`src/rtl/data_mem_ctrl.sv`:
```
// Load/store unit: one handshaked access per request to a variable-latency
// data memory, with byte/half/word lane steering, load extension, stall
// generation and misalignment / timeout reporting.
module data_mem_ctrl #(
  parameter int unsigned TIMEOUT_CYCLES = 255,
  parameter int unsigned CNT_WIDTH      = 8
) (
  input  logic        clk_i,
  input  logic        rst_ni,
  input  logic        req_valid_i,
  input  logic        we_i,
  input  logic [1:0]  size_i,
  input  logic        sign_ext_i,
  input  logic [31:0] addr_i,
  input  logic [31:0] wdata_i,
  output logic [31:0] rdata_o,
  output logic        stall_o,
  output logic        done_o,
  output logic        err_misalign_o,
  output logic        err_timeout_o,
  output logic        mem_req_o,
  output logic        mem_we_o,
  output logic [31:0] mem_addr_o,
  output logic [3:0]  mem_be_o,
  output logic [31:0] mem_wdata_o,
  input  logic        mem_ack_i,
  input  logic [31:0] mem_rdata_i
);

  localparam logic [CNT_WIDTH-1:0] CntMax = CNT_WIDTH'(TIMEOUT_CYCLES - 1);

  typedef enum logic [1:0] {StIdle, StReq, StDone} state_e;

  state_e               state_q, state_d;
  logic [CNT_WIDTH-1:0] cnt_q, cnt_d;
  logic [31:0]          rdata_q, rdata_d;
  logic                 done_q, done_d;
  logic                 err_mis_q, err_mis_d;
  logic                 err_to_q, err_to_d;
  logic                 mem_req_q, mem_req_d;
  logic                 mem_we_q, mem_we_d;
  logic [31:0]          mem_addr_q, mem_addr_d;
  logic [3:0]           mem_be_q, mem_be_d;
  logic [31:0]          mem_wdata_q, mem_wdata_d;
  logic [1:0]           size_q, size_d;
  logic [1:0]           lane_q, lane_d;
  logic                 sext_q, sext_d;

  logic        misalign;
  logic [3:0]  be_new;
  logic [31:0] wdata_new;
  logic [7:0]  rd_byte;
  logic [15:0] rd_half;
  logic [31:0] rdata_fmt;

  // Decode alignment, byte enables and replicated store data for a new request.
  always_comb begin
    misalign  = 1'b0;
    be_new    = 4'b0000;
    wdata_new = '0;
    unique case (size_i)
      2'b00: begin
        be_new    = 4'b0001 << addr_i[1:0];
        wdata_new = {4{wdata_i[7:0]}};
      end
      2'b01: begin
        misalign  = addr_i[0];
        be_new    = addr_i[1] ? 4'b1100 : 4'b0011;
        wdata_new = {2{wdata_i[15:0]}};
      end
      2'b10: begin
        misalign  = |addr_i[1:0];
        be_new    = 4'b1111;
        wdata_new = wdata_i;
      end
      default: misalign = 1'b1;
    endcase
  end

  // Pick the addressed lane of the returned word and extend it.
  always_comb begin
    rd_byte = 8'h00;
    unique case (lane_q)
      2'd0:    rd_byte = mem_rdata_i[7:0];
      2'd1:    rd_byte = mem_rdata_i[15:8];
      2'd2:    rd_byte = mem_rdata_i[23:16];
      default: rd_byte = mem_rdata_i[31:24];
    endcase
    rd_half   = lane_q[1] ? mem_rdata_i[31:16] : mem_rdata_i[15:0];
    rdata_fmt = mem_rdata_i;
    if (size_q == 2'b00) begin
      rdata_fmt = {{24{sext_q & rd_byte[7]}}, rd_byte};
    end else if (size_q == 2'b01) begin
      rdata_fmt = {{16{sext_q & rd_half[15]}}, rd_half};
    end
  end

  // Next-state logic for the access FSM and all registered outputs.
  always_comb begin
    state_d     = state_q;
    cnt_d       = cnt_q;
    rdata_d     = rdata_q;
    done_d      = 1'b0;
    err_mis_d   = 1'b0;
    err_to_d    = 1'b0;
    mem_req_d   = mem_req_q;
    mem_we_d    = mem_we_q;
    mem_addr_d  = mem_addr_q;
    mem_be_d    = mem_be_q;
    mem_wdata_d = mem_wdata_q;
    size_d      = size_q;
    lane_d      = lane_q;
    sext_d      = sext_q;
    unique case (state_q)
      StIdle: begin
        if (req_valid_i) begin
          if (misalign) begin
            state_d   = StDone;
            done_d    = 1'b1;
            err_mis_d = 1'b1;
            rdata_d   = '0;
          end else begin
            state_d     = StReq;
            cnt_d       = '0;
            mem_req_d   = 1'b1;
            mem_we_d    = we_i;
            mem_addr_d  = {addr_i[31:2], 2'b00};
            mem_be_d    = be_new;
            mem_wdata_d = wdata_new;
            size_d      = size_i;
            lane_d      = addr_i[1:0];
            sext_d      = sign_ext_i;
          end
        end
      end
      StReq: begin
        // An ack in the final allowed cycle still completes normally.
        if (mem_ack_i) begin
          state_d   = StDone;
          done_d    = 1'b1;
          mem_req_d = 1'b0;
          if (!mem_we_q) begin
            rdata_d = rdata_fmt;
          end
        end else if (cnt_q == CntMax) begin
          state_d   = StDone;
          done_d    = 1'b1;
          err_to_d  = 1'b1;
          rdata_d   = '0;
          mem_req_d = 1'b0;
        end else begin
          cnt_d = cnt_q + 1'b1;
        end
      end
      default: state_d = StIdle;
    endcase
  end

  // State and output registers; reset discards any access in flight.
  always_ff @(posedge clk_i or negedge rst_ni) begin
    if (!rst_ni) begin
      state_q     <= StIdle;
      cnt_q       <= '0;
      rdata_q     <= '0;
      done_q      <= 1'b0;
      err_mis_q   <= 1'b0;
      err_to_q    <= 1'b0;
      mem_req_q   <= 1'b0;
      mem_we_q    <= 1'b0;
      mem_addr_q  <= '0;
      mem_be_q    <= '0;
      mem_wdata_q <= '0;
      size_q      <= '0;
      lane_q      <= '0;
      sext_q      <= 1'b0;
    end else begin
      state_q     <= state_d;
      cnt_q       <= cnt_d;
      rdata_q     <= rdata_d;
      done_q      <= done_d;
      err_mis_q   <= err_mis_d;
      err_to_q    <= err_to_d;
      mem_req_q   <= mem_req_d;
      mem_we_q    <= mem_we_d;
      mem_addr_q  <= mem_addr_d;
      mem_be_q    <= mem_be_d;
      mem_wdata_q <= mem_wdata_d;
      size_q      <= size_d;
      lane_q      <= lane_d;
      sext_q      <= sext_d;
    end
  end

  assign stall_o        = ((state_q == StIdle) && req_valid_i) || (state_q == StReq);
  assign rdata_o        = rdata_q;
  assign done_o         = done_q;
  assign err_misalign_o = err_mis_q;
  assign err_timeout_o  = err_to_q;
  assign mem_req_o      = mem_req_q;
  assign mem_we_o       = mem_we_q;
  assign mem_addr_o     = mem_addr_q;
  assign mem_be_o       = mem_be_q;
  assign mem_wdata_o    = mem_wdata_q;

endmodule

```
`config.mk`:
```
export PLATFORM = sky130hd
export DESIGN_NAME = data_mem_ctrl
export DESIGN_NICKNAME = d
export VERILOG_FILES = /design/src/rtl/data_mem_ctrl.sv
export SDC_FILE = /design/constraint.sdc
export NUM_CORES = 1
export LEC_CHECK = 0
export CAP_MARGIN = 10
export CORE_UTILIZATION = 25
export CTS_CLUSTER_DIAMETER = 60
export DETAILED_ROUTE_END_ITERATION = 8
export PLACE_DENSITY = 0.52
export SLEW_MARGIN = 0
export SYNTH_ARGS = -nofsm -noshare
export SYNTH_HDL_FRONTEND = slang
export SYNTH_SLANG_ARGS = --single-unit
```
`constraint.sdc`:
```
create_clock -name clk_i -period 1.95 [get_ports clk_i]
set_input_delay 0.585 -clock clk_i [delete_from_list [all_inputs] [get_ports clk_i]]
set_output_delay 0.585 -clock clk_i [all_outputs]
set_load 0.01 [all_outputs]
```
==> results.json <==
{
  "worst_slew_pin_slew_ns": 0.567,
  "cp-end-kind": "flip-flop",
  "power_frac_comb_pct": 36.1,
  "final_core_util_pct": 42.4,
  "numCtsBuffers": 17,
  "r2r-end": "rdata_o[26]",
  "path_clk_slew_ns": 0.06,
  "seq_power_share_pct": 34.1,
  "internal_power_uw": 7260,
  "r2r_setup_slack_ns": 0.07,
  "syn_to_final_growth_pct": 64.9,
  "power_density_nw_per_um2": 1130,
  "synth_cell_type_count": 59,
  "start_util_pct": 25.7,
  "cts_num_sinks": 118,
  "cp-start-kind": "primary input",
  "multi_input_area_um2": 2510,
  "holdBufCountCts": 0,
  "synth_edf_count": 0,
  "skew_ns": 0.00755,
  "ff_latch_area_um2": 2960,
  "maxSlewViolCount": 0,
  "grt_antenna_before_repair": 1,
  "rsz0062_at_grt": "no",
  "period_minus_slack_ns": 1.92,
  "arrival_ns": 2.21,
  "hold_violations": 0,
  "fillCellCount": 2140,
  "max_slew_margin_pct": 62.0,
  "via_count": 5339,
  "ys_ff_latch": 118,
  "switching_share_pct": 30.9,
  "cap_violations": 0,
  "post-route-period-util_pct": 98.5,
  "dieHeight_um": 152,
  "holdWs_ns": 0.0642,
  "reg2reg_from": "lane_q[0]",
  "first_global_vias": 5276,
  "cts-htree-levels": 4,
  "drc": 19,
  "status": "finished, violations left",
  "ir_drop_uv": 497,
  "yosysWarningCount": 0,
  "wl_per_cell_um": 16.8,
  "post_drt_via_cell_ratio": 4.69,
  "syn_area_um2": 5650,
  "synth.avg_cell_area_um2": 9.77,
  "layout_common_cells": "clkdlybuf4s50_1 (174), nand2_1 (166), dfrtp_1 (115)",
  "antenna_left": 0,
  "rows": 54,
  "hpwl_mm": 13.4,
  "r2r_cells": 5,
  "clk_path_buf_depth": 2,
  "clock_latency_ns": 0.40,
  "cts_tree": "done",
  "p_sw_uw": 3250,
  "die_x_um": 152,
  "num_io_pins": 210,
  "setup_viol": 0,
  "synthFlopType": "dfrtp_1",
  "fmax_ghz": 0.521,
  "yosysSeqAreaShare_pct": 52.3,
  "die-area_um2": 23200,
  "synthCells": 578,
  "firstDrtPassIters": 7,
  "design.core.area_um2": 22000,
  "p_leak_uw": 0.00446,
  "track_usage_pct": 16.6,
  "grt_max_degree": 56,
  "grt_pass1_wl_mm": 30.0,
  "overflow": 0,
  "final_common_cell": "clkdlybuf4s50_1",
  "root_buffer": "clkbuf_16",
  "violations": "DRC",
  "power.share.clock_pct": 29.8,
  "worstSetupPathType": "in -> reg",
  "drtIter0Drc": 283,
  "gp_congestion": 0.813,
  "antenna_cells": 0,
  "io_buffers": 207,
  "hp-class": "in -> async",
  "critPathMaxFanout": 3,
  "drive_above_1_share_pct": 16.7,
  "crit_required_ns": 2.24,
  "nets": 951,
  "routed_wl_mm": 19.2,
  "async_flop_share_pct": 100
}
-- worst max path at each step --
stage                     cells past startpoint         endpoint  slack [ns]            start
after floorplan                               6       rdata_o[2]        0.02        addr_i[1]
after global placement                        6       rdata_o[1]       -0.65        mem_ack_i
after detailed placement                      6       rdata_o[1]       -0.65        mem_ack_i
after CTS                                     1  mem_wdata_o[29]       0.001  mem_wdata_o[29]
after global routing                          5      rdata_o[15]      0.0002  mem_rdata_i[15]
final                                         6       rdata_o[6]        0.03  mem_rdata_i[22]
-- critical path: stages --
cell	delay [ns]
clkdlybuf4s50_1	0.51
mux4_1	0.53
nor2_1	0.10
a2111oi_0	0.06
buf_4	0.15
mux2_1	0.27
-- final cells by class --
type                       instances  area share, %
sequential                       118           31.8
tap                              280           3.76
inverter                           4          0.161
timing repair buffer             294           30.9
clock inverter                     8           1.02
multi-input combinational        410           27.0
clock buffer                      24           5.39
-- cells by family after synthesis --
family	Yosys count	share of synthesized area, %
buffers and inverters	52	4.41
multiplexers	17	5.72
adder cells (fa/ha/maj)	2	0.443
AO/OA/AOI/OAI	149	18.5
XOR/XNOR	4	0.621
AND/OR/NAND/NOR	235	17.9
flip-flops	118	52.3
other	1	0.0664
-- sequential cells by signal, indices dropped and copies added (netlist names) --
signal and count:
err_timeout_o 1, lane_q 2, state_q 2, err_misalign_o 1, size_q 2, mem_wdata_o 32, mem_be_o 4, mem_we_o 1
cnt_q 8, done_o 1, mem_addr_o 30, sext_q 1, rdata_o 32, mem_req_o 1
-- metal layers --
metal,GRT usage (%),vias to the layer above,wire length [um]
met5,0,-,0
met4,4.47,0,193
met3,5.97,13,1720
met2,25.5,206,8770
met1,22.0,2539,8490
li1,-,2581,-
-- metrics by stage --
step                cells  total power (uW)  TNS [ns]  cell area, um^2  worst slack, ns
floorplan             579              5150         0             5660           0.0153
global placement     1098              7360    -37.15             8530           -0.652
detailed placement   1098              7360    -36.38             8530           -0.652
CTS                  1136             10600         0             9240          0.00138
global route         1138             11100         0             9310         0.000227
finish               1138             10500         0             9310           0.0291
-- Yosys cell counts, types with 5 or more instances --
library cell  number  area [um^2]
nand2_1          166          623
dfrtp_1          118         2950
o21ai_0           34          170
a21oi_1           31          155
clkbuf_1          29          109
nor2_1            27          101
a2bb2oi_1         23          201
a221o_1           16          160
o22ai_1           14         87.6
nor2b_1           10         62.6
a22o_1             8         70.1
mux4_1             8          210
a2111oi_0          7         61.3
buf_2              7         35.0
nand3_1            7         35.0
mux2_1             6         67.6
buf_1              5         18.8
-- power groups by stage --
stage / logic (uW) / registers, uW / clock network, uW
after global routing: 4100 / 3670 / 3360
after detailed placement: 3760 / 3600 / 0
final: 3790 / 3580 / 3130
after global placement: 3750 / 3600 / 0
after CTS: 3830 / 3580 / 3230
after floorplan: 1330 / 3820 / 0
-- repair_timing --
item / CTS / global route
resized for setup: 21 / 27
buffers inserted: 4 / 1
gates cloned: 2 / 1
setup endpoints to repair: 39 / 44
pin swaps: 3 / 3
No activity file was read; power rests on OpenSTA's default activity.
